===== src/rtl/cla_pkg.sv =====
// -----------------------------------------------------------------------------
// cla_pkg
//   Shared definitions for the pipelined carry-lookahead subtractor.
//   - CLA_WIDTH_DEFAULT : default operand width of cla_sub_pipe
//   - sub_result_t      : packed {diff, bout, ovf} result at the default width
//   - ovf_sub()         : signed-overflow rule for a - b (- borrow)
// -----------------------------------------------------------------------------
package cla_pkg;

    localparam int CLA_WIDTH_DEFAULT = 32;
    localparam int CLA_HALF_DEFAULT  = CLA_WIDTH_DEFAULT / 2;

    typedef struct packed {
        logic [CLA_WIDTH_DEFAULT-1:0] diff;
        logic                         bout;
        logic                         ovf;
    } sub_result_t;

    // Subtraction overflows only when the operands have different signs and
    // the result's sign differs from the minuend's sign.
    function automatic logic ovf_sub(input logic a_msb, input logic b_msb, input logic d_msb);
        return (a_msb != b_msb) && (d_msb != a_msb);
    endfunction

endpackage


===== src/rtl/cla.sv =====
// -----------------------------------------------------------------------------
// cla
//   Purely combinational carry-lookahead adder: sum_o = a_i + b_i + cin_i.
//   Ports:
//     a_i, b_i  in  WIDTH  addends
//     cin_i     in  1      carry in
//     sum_o     out WIDTH  sum modulo 2^WIDTH
//     cout_o    out 1      carry out of the top bit
// -----------------------------------------------------------------------------
module cla #(
    parameter int WIDTH = 16
) (
    input  logic [WIDTH-1:0] a_i,
    input  logic [WIDTH-1:0] b_i,
    input  logic             cin_i,
    output logic [WIDTH-1:0] sum_o,
    output logic             cout_o
);

    logic [WIDTH-1:0] gen;
    logic [WIDTH-1:0] prop;
    logic [WIDTH:0]   carry;

    assign gen  = a_i & b_i;
    assign prop = a_i ^ b_i;

    // Carry into bit i+1 as a flat sum of products:
    //   c[i+1] = g[i] | p[i]g[i-1] | p[i]p[i-1]g[i-2] | ... | p[i..0]cin
    // Each carry is derived directly from g/p/cin, so no carry waits
    // on a lower one.
    function automatic logic lookahead(input logic [WIDTH-1:0] g_v,
                                       input logic [WIDTH-1:0] p_v,
                                       input logic             c_v,
                                       input int               top);
        logic res;
        logic run_p;
        res   = 1'b0;
        run_p = 1'b1;
        for (int j = top; j >= 0; j--) begin
            res   = res | (g_v[j] & run_p);
            run_p = run_p & p_v[j];
        end
        return res | (c_v & run_p);
    endfunction

    assign carry[0] = cin_i;

    generate
        for (genvar gi = 0; gi < WIDTH; gi++) begin : g_carry
            assign carry[gi+1] = lookahead(gen, prop, cin_i, gi);
        end
    endgenerate

    assign sum_o  = prop ^ carry[WIDTH-1:0];
    assign cout_o = carry[WIDTH];

endmodule


===== src/rtl/cla_sub_pipe.sv =====
// -----------------------------------------------------------------------------
// cla_sub_pipe
//   Two-stage pipelined subtractor: diff = a - b - bin, with borrow-out and
//   signed overflow. Computed as a + ~b + ~bin on two half-width CLAs: the
//   low half resolves in stage 1 and its carry feeds the high half in stage 2.
//   Valid/ready on both sides, one result per cycle when not back-pressured.
//   WIDTH must be even and >= 8.
//   Ports:
//     clk        in   1      clock
//     rst        in   1      asynchronous reset, active-high
//     in_valid   in   1      a/b/bin valid
//     in_ready   out  1      operands accepted this cycle
//     a, b       in   WIDTH  minuend, subtrahend
//     bin        in   1      borrow in
//     out_valid  out  1      diff/bout/ovf valid
//     out_ready  in   1      consumer takes the result
//     diff       out  WIDTH  (a - b - bin) mod 2^WIDTH
//     bout       out  1      unsigned borrow out
//     ovf        out  1      signed overflow
// -----------------------------------------------------------------------------
module cla_sub_pipe
    import cla_pkg::*;
#(
    parameter int WIDTH = CLA_WIDTH_DEFAULT
) (
    input  logic             clk,
    input  logic             rst,
    input  logic             in_valid,
    output logic             in_ready,
    input  logic [WIDTH-1:0] a,
    input  logic [WIDTH-1:0] b,
    input  logic             bin,
    output logic             out_valid,
    input  logic             out_ready,
    output logic [WIDTH-1:0] diff,
    output logic             bout,
    output logic             ovf
);

    localparam int H = WIDTH / 2;

    // Stage 1 state: low-half result plus the high-half operands it needs.
    logic         s1_valid_q, s1_valid_d;
    logic [H-1:0] lo_sum_q;
    logic         lo_carry_q;
    logic [H-1:0] a_hi_q;
    logic [H-1:0] nb_hi_q;

    // Stage 2 state: the visible result.
    logic             s2_valid_q, s2_valid_d;
    logic [WIDTH-1:0] diff_q;
    logic             bout_q;
    logic             ovf_q;

    // Combinational stage outputs.
    logic [H-1:0]     lo_sum_d;
    logic             lo_carry_d;
    logic [H-1:0]     hi_sum_d;
    logic             hi_cout_d;
    logic [WIDTH-1:0] diff_d;
    logic             bout_d;
    logic             ovf_d;

    logic in_fire;
    logic out_fire;
    logic s2_adv;

    // Stage 1 adder: a - b - bin == a + ~b + ~bin (low half).
    cla #(.WIDTH(H)) u_cla_lo (
        .a_i    (a[H-1:0]),
        .b_i    (~b[H-1:0]),
        .cin_i  (~bin),
        .sum_o  (lo_sum_d),
        .cout_o (lo_carry_d)
    );

    // Stage 2 adder: high half, continuing from the registered low carry.
    cla #(.WIDTH(H)) u_cla_hi (
        .a_i    (a_hi_q),
        .b_i    (nb_hi_q),
        .cin_i  (lo_carry_q),
        .sum_o  (hi_sum_d),
        .cout_o (hi_cout_d)
    );

    assign diff_d = {hi_sum_d, lo_sum_q};
    // A carry out of a + ~b + ~bin means no borrow was needed.
    assign bout_d = ~hi_cout_d;
    assign ovf_d  = ovf_sub(a_hi_q[H-1], ~nb_hi_q[H-1], hi_sum_d[H-1]);

    // Handshake. in_ready sees out_ready through s2_adv; that path is the
    // price of full throughput with only two result slots.
    assign s2_adv   = s1_valid_q && (!s2_valid_q || out_ready);
    assign in_ready = !s1_valid_q || s2_adv;
    assign in_fire  = in_valid && in_ready;
    assign out_fire = s2_valid_q && out_ready;

    always_comb begin
        s1_valid_d = s1_valid_q;
        if (in_fire) begin
            s1_valid_d = 1'b1;
        end else if (s2_adv) begin
            s1_valid_d = 1'b0;
        end

        s2_valid_d = s2_valid_q;
        if (s2_adv) begin
            s2_valid_d = 1'b1;
        end else if (out_fire) begin
            s2_valid_d = 1'b0;
        end
    end

    // Data registers load only on their stage's transfer, so operand values
    // presented without in_valid never reach the pipeline.
    always_ff @(posedge clk or posedge rst) begin
        if (rst) begin
            s1_valid_q <= 1'b0;
            lo_sum_q   <= '0;
            lo_carry_q <= 1'b0;
            a_hi_q     <= '0;
            nb_hi_q    <= '0;
            s2_valid_q <= 1'b0;
            diff_q     <= '0;
            bout_q     <= 1'b0;
            ovf_q      <= 1'b0;
        end else begin
            s1_valid_q <= s1_valid_d;
            s2_valid_q <= s2_valid_d;
            if (in_fire) begin
                lo_sum_q   <= lo_sum_d;
                lo_carry_q <= lo_carry_d;
                a_hi_q     <= a[WIDTH-1:H];
                nb_hi_q    <= ~b[WIDTH-1:H];
            end
            if (s2_adv) begin
                diff_q <= diff_d;
                bout_q <= bout_d;
                ovf_q  <= ovf_d;
            end
        end
    end

    assign out_valid = s2_valid_q;
    assign diff      = diff_q;
    assign bout      = bout_q;
    assign ovf       = ovf_q;

endmodule


===== config.mk =====
export PLATFORM = sky130hd
export DESIGN_NAME = cla_sub_pipe
export DESIGN_NICKNAME = d
export VERILOG_FILES = /design/src/rtl/cla_pkg.sv /design/src/rtl/cla.sv /design/src/rtl/cla_sub_pipe.sv
export SDC_FILE = /design/constraint.sdc
export NUM_CORES = 1
export LEC_CHECK = 0
export ABC_AREA = 1
export BUFFER_PORTS_ARGS = -buffer_cell sky130_fd_sc_hd__buf_2
export CORE_ASPECT_RATIO = 0.9
export CORE_UTILIZATION = 55
export CTS_BUF_LIST = sky130_fd_sc_hd__clkbuf_16
export DETAILED_ROUTE_END_ITERATION = 12
export GPL_TIMING_DRIVEN = 1
export PLACE_DENSITY = 0.79
export SYNTH_ARGS = -nofsm -noshare
export SYNTH_HDL_FRONTEND = slang
export SYNTH_SLANG_ARGS = --single-unit

===== constraint.sdc =====
create_clock -name clk -period 3.1 [get_ports clk]
set_input_delay 0.31 -clock clk [delete_from_list [all_inputs] [get_ports clk]]
set_output_delay 0.31 -clock clk [all_outputs]
set_load 0.005 [all_outputs]

# ---- After elaboration in Yosys (flattened, before gate mapping)
# Cells that the tools add are included.
dict set report totals {
  reg_bits 85
  latch_bits 0
  ram_bits 0
  rom_bits 0
  input_bits 69
  out_inout_bits 36
  elab_cells 820
  n_memories 0
}
dict set report classes {
  n_addsub 0
  n_mul 0
  div 0
  magnitude_cmp 0
  n_eq_ne 2
  shifts 0
  mux 4
  n_bitwise 795
  n_reduce_logical 10
}
# op n
set ops {}
lappend ops {{1-bit bitwise AND} 512}
lappend ops {{1-bit bitwise OR} 272}
lappend ops {{16-bit XOR} 4}
lappend ops {{16-bit bitwise AND} 2}
lappend ops {{16-bit inverter} 2}
lappend ops {{1-bit logical AND} 4}
lappend ops {{1-bit two-way mux} 4}
lappend ops {{2-bit nonzero test} 2}
lappend ops {{1-bit inverter} 3}
lappend ops {{1-bit logical NOT} 2}
lappend ops {{1-bit logical OR} 2}
lappend ops {{1-bit != test} 2}

# ---- Depth between registers and ports, before layout
dict set report depth {
  ltp_word 20
  mapped_depth 14
}

# ---- Modules after synthesis
# From an unflattened synthesis, not the netlist that was laid out.
dict set report unflattened {
  cells_unflattened 752
  area_unflattened_um2 5492.8
}
# module n_inst cells_each area_each_um2 seq_area_each_um2
set by_module_without_submodules {}
lappend by_module_without_submodules {cla_sub_pipe 1 386 3445.8 2127.0}
lappend by_module_without_submodules {cla 2 183 1023.5 0.0}

# ---- Least setup slack after synthesis
# No wires, ideal clock.
dict set report synth_timing {
  path_type {register -> register}
  from {register a_hi_q[8]}
  to {register diff_q[29] (netlist: diff[29])}
  arrival_time_ns 1.623
  slack_ns 1.359
  stages_incl_launch_ff 10
  synth_period_minus_slack_ns 1.741
  cell_sequence {dfrtp_1 -> ha_1 -> a21oi_1 -> inv_1 -> a21oi_1 -> nand2_1 -> a31oi_1 -> nand3b_1 -> nand3_1 -> nand2_1}
}
dict set report synth_between {
  elab_chain_cells 13
  elab_cells_between_ends 32
}
# item line_no
set synth_rtl {}
lappend synth_rtl {{start, declared} cla_sub_pipe.sv:46} ;# logic [H-1:0] a_hi_q;
lappend synth_rtl {{start signal, assigned} cla_sub_pipe.sv:133} ;# a_hi_q <= a[WIDTH-1:H];
lappend synth_rtl {{16-bit bitwise AND / 16-bit XOR (equally long branches)} {cla.sv:24, cla.sv:25}}
lappend synth_rtl {{1-bit bitwise AND, on equally long branches} {cla.sv:40, cla.sv:41}}
lappend synth_rtl {{1-bit bitwise OR, or another cell as far along (8 in a row)} cla.sv:40} ;# res = res | (g_v[j] & run_p);
lappend synth_rtl {{1-bit bitwise OR / 1-bit bitwise AND (equally long branches)} {cla.sv:40, cla.sv:43}}
lappend synth_rtl {{1-bit bitwise OR (*)} cla.sv:43} ;# return res | (c_v & run_p);
lappend synth_rtl {{16-bit XOR (*)} cla.sv:54} ;# assign sum_o = prop ^ carry[WIDTH-1:0];
lappend synth_rtl {{end signal, assigned} cla_sub_pipe.sv:137} ;# diff_q <= diff_d;
lappend synth_rtl {{end, declared} cla_sub_pipe.sv:51} ;# logic [WIDTH-1:0] diff_q;
# Every way passes the cells marked *; elsewhere a longest branch is shown, timed or not.
# A chain may end at the register's enable or synchronous reset.

# ---- Worst setup path in the final report
# Same ends and word-level chain as after synthesis.

==> results.md <==
* Setup crit end kind: register
* Area fraction of the dominant cell type after synthesis at 0.4145
* Area grow syn2layout at 17.75%
* Initial antenna violation count at 0
* CP arrival at 2.25 ns
* Initial Utilization at 0.5649
* First-pass GRT wire length at 21250 µm
* Min-Delay Path Class: input pin to async pin
* Synth area leader: dfrtp_1
* Max-cap violation count at 0
* Largest net degree at the start of global routing at 66
* Fin area at 6042 µm²
* PD cells at 657.1 nW/µm²
* Peak supply drop at 0.3335 mV
* Avg Cell Area, Syn at 7.469 µm²
* Post-synthesis register bit count at 85
* Drt first-iter violations at 222
* Mapped cell area at 5131 µm²
* TritonRoute pass-1 iters at 5
* Critical path class: register to register
* Drt total wl at 12590 µm
* Final worst path period need at 2.021 ns
* Worst slew pin tran at 0.7822 ns
* Clock skew at 0.009670 ns
* Port Buffers at 104
* Routability cong. at 0.9814
* Register area share after synthesis at 0.4145
* Total track usage at 0.2769
* Cell Count, Final, Fillers Out at 913
* Final hold vios at 0
* Leakage at 3.333 nW
* Mapped Nets at 790
* CTS buffer count at 9
* Top_reg_cell synth: dfrtp_1
* CTS sink count at 85
* Clk root buf: clkbuf_16
* Syn Inst Count at 687
* Most frequent cell after synthesis: nand2_1
* Final net count at 889
* I/O Pins at 105
* WP data required at 3.33 ns
* Vias at 4806
* Sw frac at 0.3572
* Hpwl dp at 9649 µm
* RSZ-0062 raised after global routing: no
* Fmax at 494.8 MHz
* Number of fill cells at 811
* Height of the die at 93.63 µm
* Post-DP Area at 5752 µm²
* CTS HTree Levels at 3
* Gate power share at 0.337
* Internal power at 2.552 mW
* Die ar. at 9720 µm²
* Max-slew violation count at 0
* CTS tree: yes
* Outcome: finished clean
* Core Region at 9084 µm²
* Seq pwr share at 0.398
* Antenna viol nets, final at 0
* Via-to-Cell Ratio at 5.264
* Startpoint types: register
* Yosys warns at 0
* Setup violators final at 0
* Sum of negative setup slack at 0 ns
* Slew HR at 0.4780
* Fin Hold WS at 0.05764 ns
* Top post-synthesis cells by area: dfrtp_1, nand2_1, ha_1, nand3_1, inv_1
* Switching power at 1.418 mW
* Post-cts repair resize count at 0
* EDFF count, synth at 0
* Number of diodes at 0
* Ratio of cells with drive above 1 in the final layout at 0.1909
* Vias in the first global route at 4556
* Row cnt at 33
* Hold Buf Count CTS at 0
* Total power at 3.970 mW
* Crit share post-route at 0.6520
* Routed WL per cell at 13.79 µm
* Asr flop ratio synth at 1.000
* Remaining design rule violation count at 0
* Clock transition at path regs at 0.06 ns
* Dpl cells at 897
* Max Buffers Root-to-Sink at 2
* Gr ovfl total at 0
* Clock power frac at 0.265
* Top post-synthesis cells by count: nand2_1, dfrtp_1, inv_1, nand3_1, o21ai_0
* Die Wd at 103.8 µm
* Maximum fanout along the worst path at 6
* Clk_lat worst skew at 0.34 ns
* Post-CTS Setup Inserts at 0
* Unique masters post-synth at 37
-- critical path: stages, from the launching register on --
cell	delay [ns]
dfrtp_1	0.38
ha_1	0.39
a21oi_1	0.30
inv_1	0.10
a21oi_1	0.24
nand2_1	0.08
a31oi_1	0.18
nand3b_1	0.10
nand3_1	0.08
nand2_1	0.06
-- cell type report --
cell class,instances,area (µm²),area share
sequential,85,2127,0.3520
multi-input combinational,494,2586,0.4280
clock inverter,7,65.06,0.01077
clock buffer,9,225.2,0.03727
tap,122,152.6,0.02526
timing repair buffer,109,558.0,0.09236
inverter,87,327.8,0.05426
-- state kept, by name, indices dropped and copies added (netlist names) --
| register | count |
|---|---|
| ovf | 1 |
| nb_hi_q | 16 |
| a_hi_q | 16 |
| s1_valid_q | 1 |
| out_valid | 1 |
| lo_carry_q | 1 |
| lo_sum_q | 16 |
| bout | 1 |
| diff | 32 |
-- final timing paths --
path	from	endpoint	slack [ns]	cells after the start
worst min register to register	lo_sum_q[14]	diff[14]	0.46	2
worst min-delay path	rst	diff[0]	0.06	2
worst max-delay path	a_hi_q[8]	diff[29]	1.08	9
worst max register to register	a_hi_q[8]	diff[29]	1.08	9
min in group clk	b[21]	nb_hi_q[5]	0.15	2
max in group asynchronous	rst	nb_hi_q[4]	2.20	3
-- through the flow --
| step | setup slack [ns] | utilization |
|---|---|---|
| floorplan | 0.5965 | - |
| global placement | 1.028 | 0.6332 |
| detailed placement | 1.018 | 0.6332 |
| CTS | 1.095 | 0.6652 |
| global route | 0.8551 | 0.6652 |
| finish | 1.079 | 0.6652 |
-- metal layers --
metal / wire length [µm] / up-vias / share of wire / global-route usage
met5: 0 / - / 0 / 0
met2: 5709 / 158 / 0.45 / 0.4394
li1: - / 2401 / - / -
met3: 588 / 18 / 0.047 / 0.04460
met1: 6048 / 2229 / 0.48 / 0.3846
met4: 240 / 0 / 0.019 / 0.1012
-- cell usage in the layout (no fill, tap or decap), types with 4 or more instances in the layout --
cell type	synthesis	layout
clkbuf_16	0	9
nand2_2	7	8
a31oi_1	4	4
xor2_1	4	4
nand2_1	232	231
nand3_1	64	64
inv_1	83	82
nand4_1	14	14
a21oi_1	22	22
dfrtp_1	85	85
nand3b_1	4	4
o21ai_0	42	42
o21ai_1	5	5
ha_1	32	32
buf_4	1	5
clkinv_1	1	4
nor2_2	7	7
buf_2	9	104
nor2_1	27	27
-- cell families (layout without fill, tap and decap cells) --
group	after synthesis	after routing	synth area share
xor+xnor	7	7	0.01195
compound gates	84	84	0.08900
flops	85	85	0.4145
buf+inv	108	212	0.08193
simple gates	369	369	0.3168
fa+ha+maj	34	34	0.08583
-- power groups by stage --
stage          registers (mW)  clock network (mW)  logic [mW]
2_1_floorplan            1.59                   0       0.853
3_3_place_gp             1.59                   0        1.31
3_5_place_dp             1.59                   0        1.33
4_1_cts                  1.58                1.08        1.34
5_1_grt                  1.62                1.12        1.52
6_report                 1.58                1.05        1.34
No activity file was read; power rests on OpenSTA's default activity.
